### src/rtl/jk_drv_pkg.sv
// Shared types and encodings for the JK bank sequencing controller.
// Excitation constants are packed as {J, K}.
package jk_drv_pkg;

  typedef enum logic [1:0] {
    ST_IDLE  = 2'd0,
    ST_DRIVE = 2'd1,
    ST_CHECK = 2'd2,
    ST_ERROR = 2'd3
  } state_e;

  localparam logic [1:0] MODE_HOLD = 2'b00;
  localparam logic [1:0] MODE_UP   = 2'b01;
  localparam logic [1:0] MODE_DOWN = 2'b10;
  localparam logic [1:0] MODE_LOAD = 2'b11;

  localparam logic [1:0] EXC_HOLD   = 2'b00;
  localparam logic [1:0] EXC_RESET  = 2'b01;
  localparam logic [1:0] EXC_SET    = 2'b10;
  localparam logic [1:0] EXC_TOGGLE = 2'b11;

  // Steady bits never need drive; changing bits use set/reset or toggle.
  function automatic logic [1:0] excite(input logic cur, input logic nxt, input logic tog);
    if (cur == nxt) return EXC_HOLD;
    if (tog) return EXC_TOGGLE;
    return nxt ? EXC_SET : EXC_RESET;
  endfunction

endpackage

### src/rtl/jk_bank_driver_excite.sv
// Combinational J/K excitation for a vector of JK flip-flops,
// mapping current and target state bit-by-bit.
module jk_excite
  import jk_drv_pkg::*;
#(
  parameter int WIDTH      = 4,
  parameter int USE_TOGGLE = 0
) (
  input  logic [WIDTH-1:0] cur_i,
  input  logic [WIDTH-1:0] nxt_i,
  output logic [WIDTH-1:0] j_o,
  output logic [WIDTH-1:0] k_o
);

  localparam logic TOG = (USE_TOGGLE != 0);

  for (genvar i = 0; i < WIDTH; i++) begin : g_bit
    assign {j_o[i], k_o[i]} = excite(cur_i[i], nxt_i[i], TOG);
  end

endmodule

### src/rtl/jk_bank_driver.sv
// Excitation source and self-checker for a negedge JK flip-flop bank.
// Steps are launched on posedge, land at the mid-cycle negedge, verified next posedge.
//
// state    | meaning
// ---------+---------------------------------------------------------------
// ST_IDLE  | waiting for start; expected/step_cnt hold last verified values
// ST_DRIVE | en_out high one cycle with J/K for the registered target
// ST_CHECK | drives released; q_in compared against target at cycle end
// ST_ERROR | readback disagreed; drives off, mismatch held until restart
module jk_bank_driver
  import jk_drv_pkg::*;
#(
  parameter int WIDTH      = 4,
  parameter int USE_TOGGLE = 0,
  parameter int CNT_W      = 16
) (
  input  logic             clk,
  input  logic             reset,
  input  logic             start,
  input  logic             stop,
  input  logic [1:0]       mode,
  input  logic [WIDTH-1:0] load_val,
  input  logic [WIDTH-1:0] q_in,
  output logic [WIDTH-1:0] j_out,
  output logic [WIDTH-1:0] k_out,
  output logic             en_out,
  output logic             busy,
  output logic [WIDTH-1:0] expected,
  output logic             mismatch,
  output logic [CNT_W-1:0] step_cnt
);

  state_e           state_q;
  logic [1:0]       mode_q, mode_d;
  logic [WIDTH-1:0] load_q, load_d;
  logic [WIDTH-1:0] target_q, target_d;
  logic [WIDTH-1:0] expected_q;
  logic [WIDTH-1:0] base_d;
  logic [WIDTH-1:0] j_q, k_q, exc_j, exc_k;
  logic             en_q, busy_q, mismatch_q;
  logic [CNT_W-1:0] cnt_q;
  logic             match, single_step, launch;

  assign match       = (q_in == target_q);
  assign single_step = stop || (mode_q == MODE_LOAD) || (mode_q == MODE_HOLD);

  // The next step is computed from the state the bank will be in when it is
  // launched: last verified value, the value just verified, or a resync from q_in.
  always_comb begin
    base_d = expected_q;
    mode_d = mode_q;
    load_d = load_q;
    launch = 1'b0;
    case (state_q)
      ST_IDLE: begin
        mode_d = mode;
        load_d = load_val;
        launch = start;
      end
      ST_CHECK: begin
        base_d = target_q;
        launch = match && !single_step;
      end
      ST_ERROR: begin
        base_d = q_in;
        mode_d = mode;
        load_d = load_val;
        launch = start;
      end
      default: ;
    endcase

    case (mode_d)
      MODE_UP:   target_d = base_d + WIDTH'(1);
      MODE_DOWN: target_d = base_d - WIDTH'(1);
      MODE_LOAD: target_d = load_d;
      default:   target_d = base_d;
    endcase
  end

  jk_excite #(
    .WIDTH      (WIDTH),
    .USE_TOGGLE (USE_TOGGLE)
  ) u_excite (
    .cur_i (base_d),
    .nxt_i (target_d),
    .j_o   (exc_j),
    .k_o   (exc_k)
  );

  always_ff @(posedge clk or posedge reset) begin
    if (reset) begin
      state_q    <= ST_IDLE;
      mode_q     <= MODE_HOLD;
      load_q     <= '0;
      target_q   <= '0;
      expected_q <= '0;
      j_q        <= '0;
      k_q        <= '0;
      en_q       <= 1'b0;
      busy_q     <= 1'b0;
      mismatch_q <= 1'b0;
      cnt_q      <= '0;
    end else begin
      j_q  <= '0;
      k_q  <= '0;
      en_q <= 1'b0;

      case (state_q)
        ST_IDLE: begin
          if (start) begin
            mode_q     <= mode_d;
            load_q     <= load_d;
            mismatch_q <= 1'b0;
          end
        end
        ST_DRIVE: state_q <= ST_CHECK;
        ST_CHECK: begin
          if (match) begin
            expected_q <= target_q;
            cnt_q      <= cnt_q + CNT_W'(1);
            if (single_step) begin
              state_q <= ST_IDLE;
              busy_q  <= 1'b0;
            end
          end else begin
            mismatch_q <= 1'b1;
            state_q    <= ST_ERROR;
            busy_q     <= 1'b0;
          end
        end
        ST_ERROR: begin
          if (start) begin
            expected_q <= q_in;
            mode_q     <= mode_d;
            load_q     <= load_d;
            mismatch_q <= 1'b0;
          end
        end
        default: state_q <= ST_IDLE;
      endcase

      if (launch) begin
        state_q  <= ST_DRIVE;
        target_q <= target_d;
        j_q      <= exc_j;
        k_q      <= exc_k;
        en_q     <= 1'b1;
        busy_q   <= 1'b1;
      end
    end
  end

  assign j_out    = j_q;
  assign k_out    = k_q;
  assign en_out   = en_q;
  assign busy     = busy_q;
  assign expected = expected_q;
  assign mismatch = mismatch_q;
  assign step_cnt = cnt_q;

endmodule

### config.mk
export PLATFORM = sky130hd
export DESIGN_NAME = jk_bank_driver
export DESIGN_NICKNAME = d
export VERILOG_FILES = /design/src/rtl/jk_drv_pkg.sv /design/src/rtl/jk_bank_driver_excite.sv /design/src/rtl/jk_bank_driver.sv
export SDC_FILE = /design/constraint.sdc
export NUM_CORES = 1
export LEC_CHECK = 0
export ABC_AREA = 1
export CAP_MARGIN = 15
export CORE_ASPECT_RATIO = 1.25
export CORE_MARGIN = 5
export CORE_UTILIZATION = 30
export CTS_CLUSTER_SIZE = 28
export DETAILED_ROUTE_END_ITERATION = 16
export SKIP_LAST_GASP = 1
export SYNTH_ARGS = -nofsm -noshare
export SYNTH_HDL_FRONTEND = slang
export SYNTH_SLANG_ARGS = --single-unit
### constraint.sdc
create_clock -name clk -period 6.6 [get_ports clk]
set_input_delay 1.32 -clock clk [delete_from_list [all_inputs] [get_ports clk]]
set_output_delay 1.32 -clock clk [all_outputs]
set_load 0.01 [all_outputs]
# --- Word-level counts from Yosys, hierarchy flattened ---
# Cells that the tools add are included.
# Widths: inputs -> output; s select.
totals:
  in_bits: 14
  register_bits: 43
  output_inout_bits: 31
classes:
  addsub: 3
  n_eq_ne: 18
  reduce_logical: 17
  muxes: 38
op_table:
  columns: ["cell", "n"]
  rows:
  - ["$mux 2", 16]
  - ["$mux 4", 5]
  - ["$add 16x1->16 const B", 1]
  - ["$pmux 4 s2", 2]
  - ["$pmux 4 s3", 1]
  - ["$mux 1", 11]
  - ["$eq 2x2->1 const B", 5]
  - ["$reduce_and 2->1", 4]
  - ["$ne 2x2->1 const B", 3]
  - ["$reduce_and 3->1", 2]
  - ["$reduce_bool 2->1", 3]
  - ["$add 4x1->4 const B", 1]
  - ["$eq 1x1->1", 4]
  - ["$eq 2x1->1 const B", 2]
  - ["$eq 4x4->1", 1]
  - ["$logic_not 2->1", 2]
  - ["$ne 4x4->1 const B", 1]
  - ["$pmux 1 s2", 2]
  - ["$pmux 2 s2", 1]
  - ["$sub 4x1->4 const B", 1]
  - ["$ne 3x1->1 const B", 1]
  - ["$reduce_bool 3->1", 1]
  - ["$logic_or 1x1->1", 2]
  - ["$ne 2x1->1 const B", 1]
  - ["3 further kinds", 3]

# --- Depth between registers and ports, before layout ---
depth:
  depth_word: 9
  ltp_mapped: 18
  depth_no_buf: 18

# --- By module ---
# From an unflattened synthesis, not the netlist that was laid out.
unflattened:
  hier_cells: 337
  area_unflattened_um2: 2703.8
by_module_without_submodules:
  columns: ["module", "area_per_inst_um2", "instances", "cells_each"]
  rows:
  - ["jk_bank_driver", 2643.8, 1, 321]
  - ["jk_excite", 60.1, 1, 16]

# --- Worst setup path before layout ---
# No wires, ideal clock.
synth_path:
  kind: "in2reg"
  from: "input mode[0]"
  to: "register target_q[2]"
  t_required_ns: 6.469
  stages: 10
  t_arrival_ns: 2.648
  path_slack_ns: 3.821
  setup_ns: 0.131
  path_buffers: 0
  path_cell_list: "inv_1 -> nand2_1 -> o21ai_1 -> ha_1 -> fa_1 -> xnor2_1 -> o21ai_0 -> o21bai_1 -> nand3_2 -> o21ai_0"
synth_between:
  elab_chain_cells: 3
  word_cells_on_any_way: 5
  classes_between: "3 x eq/ne; 2 x mux"
synth_lines:
  columns: ["element", "line_no", "rtl"]
  rows:
  - ["from (decl)", "jk_bank_driver.sv:21", "input logic [1:0] mode,"]
  - ["$mux 2 (*)", "jk_bank_driver.sv:54", "case (state_q)"]
  - ["$eq 2x2->1 / $eq 2x1->1 (equally long branches)", "jk_bank_driver.sv:73", "case (mode_d)"]
  - ["$pmux 4 s3 (*)", "jk_bank_driver.sv:73", null]
  - ["to (signal assigned)", "jk_bank_driver.sv:145", "target_q <= target_d;"]
  - ["to (decl)", "jk_bank_driver.sv:36", "logic [WIDTH-1:0] target_q, target_d;"]
# Every way passes the cells marked *; elsewhere a longest branch is shown, timed or not.
# A chain may end at the register's enable or synchronous reset.

# --- Worst setup path after layout ---
layout_path:
  from: "input q_in[1]"
  to: "register target_q[2]"
layout_between:
  elab_chain_cells: 3
  word_cells_on_any_way: 7
  classes_between: "2 x add/sub; 1 x eq/ne; 3 x mux; 1 x reduce/logical"
layout_lines:
  columns: ["element", "line_no", "rtl"]
  rows:
  - ["from (decl)", "jk_bank_driver.sv:23", "input logic [WIDTH-1:0] q_in,"]
  - ["$pmux 4 s2 / $eq 4x4->1 (equally long branches)", "jk_bank_driver.sv:54, jk_bank_driver.sv:44", null]
  - ["$sub 4x1->4, or another cell as far along", "jk_bank_driver.sv:75", "MODE_DOWN: target_d = base_d - WIDTH'(1);"]
  - ["$pmux 4 s3 / $pmux 1 s2 (equally long branches)", "jk_bank_driver.sv:73, jk_bank_driver.sv:54", null]
# Parallel ways exist; a longest one is shown, timed or not.

==> reports/qor.yml <==
timing:
  tightest_slew_ps: 552
  drv_slew: 0
  max_slew_margin_pct: 63.2
  fin_crit_ps: 3110
  fin_hold_ws_ps: 497
  rsz0062_at_grt: "false"
  setup-tns-final_ps: 0
  setup_viol: 0
  final_hold_viol_count: 0
  finalClockSkew_ps: 7.33
  max_freq_mhz: 322
  period_share_pct: 47.1
detailed_routing:
  wirelength_um: 5850
  first_pass_iters: 5
  via_per_inst: 4.65
  num_vias: 2072
  route.detailed.drc: 0
  drtIter0Drc: 92
  wire_per_inst_um: 13.1
  antenna_left: 0
synth:
  async_reset_ff_share_pct: 100
  yosys_warnings: 0
  syn_avg_cell_area_um2: 8.38
  ys.flop_type: "dfrtp_1"
  synth_seq_area_share_pct: 43.0
  netlist_area_um2: 2500
  synth_top_area_share_pct: 43.0
  synth-seq-cells: 43
  postSynthCellCount: 299
  synth_top_area_cell: "dfrtp_1"
  synth_edf_count: 0
  ys_top_cells_by_area: "dfrtp_1 43%, nand2_1 12%, inv_1 5.8%"
  synthesis.nets: 323
  synth_cell_types: 35
die:
  die_y_um: 112
  ios: 45
  rows: 37
  core_um2: 8190
  die_width_um: 91.7
  die_area_um2: 10300
  initial_utilization_pct: 30.6
critical_path:
  reg2reg_from: "state_q[1]"
  worstSetupEndpointType: "flop"
  crit_top_cell: "o21ai_0"
  rr_worst_depth: 11
  reg2reg_to: "target_q[2]"
  critical_path_class: "in2reg"
  critPathBufInv: 2
  path_max_fanout: 3
  cp_slowest_cell: "clkdlybuf4s50_1"
  crit_family: "buffers and inverters"
  worstPathCellList: "clkdlybuf4s50_1, nand2_1, o211ai_1, o21ai_0, inv_1, fa_1, xnor2_1, o21ai_0, o21bai_1, nand3_2, o21ai_0"
  cp_data_required_time_ps: 6780
  cp.arrival_ps: 3290
  max_stage_delay_ps: 450
  regToRegSetupSlack_ps: 3970
  worstSetupStartpointType: "primary input"
run_status:
  status: "finished clean"
clocking:
  ctsResizeCount: 0
  path_clk_slew_ps: 90
  post_cts.repair.setup_buffers: 0
  cts_tree: "done"
  cts.sinks: 43
  clk_path_buf_depth: 2
  cts_root_buf: "clkbuf_8"
  htree_levels: 2
  clkLatencyLatePin_ps: 300
  holdBufCountCts: 0
  cts_buffers: 5
layout:
  final_common_cell: "nand2_1"
  fin_nets: 372
  nFillCells: 824
  areaGrowthSynthToFinish_pct: 26.7
  drive_above_1_share_pct: 11.7
  final_cell_mix: "78 x nand2_1, 44 x clkdlybuf4s50_1, 43 x dfrtp_1"
  diodes: 0
  layout.cells.non_filler: 446
grt:
  grt_use_met1_pct: 13.6
  antenna_found_initial: 0
  grt_max_degree: 44
  top_usage_layer: "met2"
  grt_pass1_wl_um: 9870
  grt_pass1_vias: 2075
  grt_use_met3_pct: 2.55
  grt_util_all_layers_pct: 11.9
  use_met2_pct: 21.5
  grt_overflow: 0
placed_design:
  io_buffers: 44
  gp_congestion: 0.819
  hpwl_um: 4480
  dpl.cell_count: 438
worst_hold_path:
  min-delay-start: "load_q[1]"
  hold_path.class: "reg2reg"
  whs_endpoint: "load_q[1]"
  hold_path_depth: 2
job:
  max-cap-violations: 0
pwr:
  power_density_nw_per_um2: 504
  ir_worst_vdd_uv: 257
  power_mw: 1.60
  power.leakage_nw: 1.54
cell type report:
type	instances	area, um^2	share of cell area, %
inverters	45	169	5.32
well taps	97	121	3.82
clock inverters	2	60.1	1.89
multi-input cells	208	1230	38.7
clock buffers	6	72.6	2.29
repair buffers	45	448	14.1
flip-flops and latches	43	1080	33.9
cell usage after synthesis, types with 5 or more instances:
master and count:
o21ai_0 20, ha_1 9, xnor2_1 8, nand3_2 5, nor2_1 25, nand2_2 6, inv_2 6, nand2_1 78
nand3_1 10, dfrtp_1 43, xor2_1 6, inv_1 39
logic make-up (layout without fill, tap and decap cells):
logic type	after synthesis	count (layout)	synth area share, %
buffers and inverters	48	98	8.04
xor gates and xnor gates	15	15	5.54
adders and majority gates	10	10	5.29
AOI/OAI and AO/OA	40	40	9.39
DFF	43	43	43.0
and+or+nand+nor	143	143	28.8
metal layers:
| layer | up-vias | wire length [um] |
|---|---|---|
| met2 | 46 | 2960 |
| met5 | - | 0 |
| met3 | 9 | 290 |
| li1 | 1040 | - |
| met1 | 977 | 2450 |
| met4 | 0 | 146 |
sequential cells by signal, summed over array words and instances, names as in the netlist:
signal    flops
mismatch      1
busy          1
j_out         4
expected      4
k_out         4
mode_q        2
step_cnt     16
load_q        4
en_out        1
target_q      4
state_q       2
tightest hold or removal path: cells and delay by family, from the launching register on:
kind               cells  cell delay (ps)
DFF                    1              350
and+or+nand+nor        1               50
AOI/OAI and AO/OA      1               60
report_power, final:
group	leakage (nW)	switching [mW]	internal, mW	total (mW)
logic	0.917	0.560	0.360	0.920
registers	0.554	0.0778	0.354	0.432
clock network	0.0654	0.0968	0.151	0.248
stage by stage:
step	utilization [%]	area (um^2)	setup slack (ps)
4_1_cts	38.7	3170	3480
2_1_floorplan	-	2500	3820
6_report	38.7	3170	3490
3_3_place_gp	37.1	3040	3200
3_5_place_dp	37.1	3040	3160
5_1_grt	38.7	3170	3270
worst max path at each step:
stage | start | endpoint | slack (ps) | cells past startpoint
6_report | q_in[1] | target_q[2] | 3490 | 11
5_1_grt | q_in[1] | target_q[2] | 3270 | 11
4_1_cts | q_in[1] | target_q[2] | 3480 | 11
3_5_place_dp | q_in[1] | target_q[2] | 3160 | 11
3_3_place_gp | mode[0] | target_q[2] | 3200 | 11
2_1_floorplan | mode[0] | target_q[2] | 3820 | 10
Note: power is estimated with default switching activity, not from simulation.
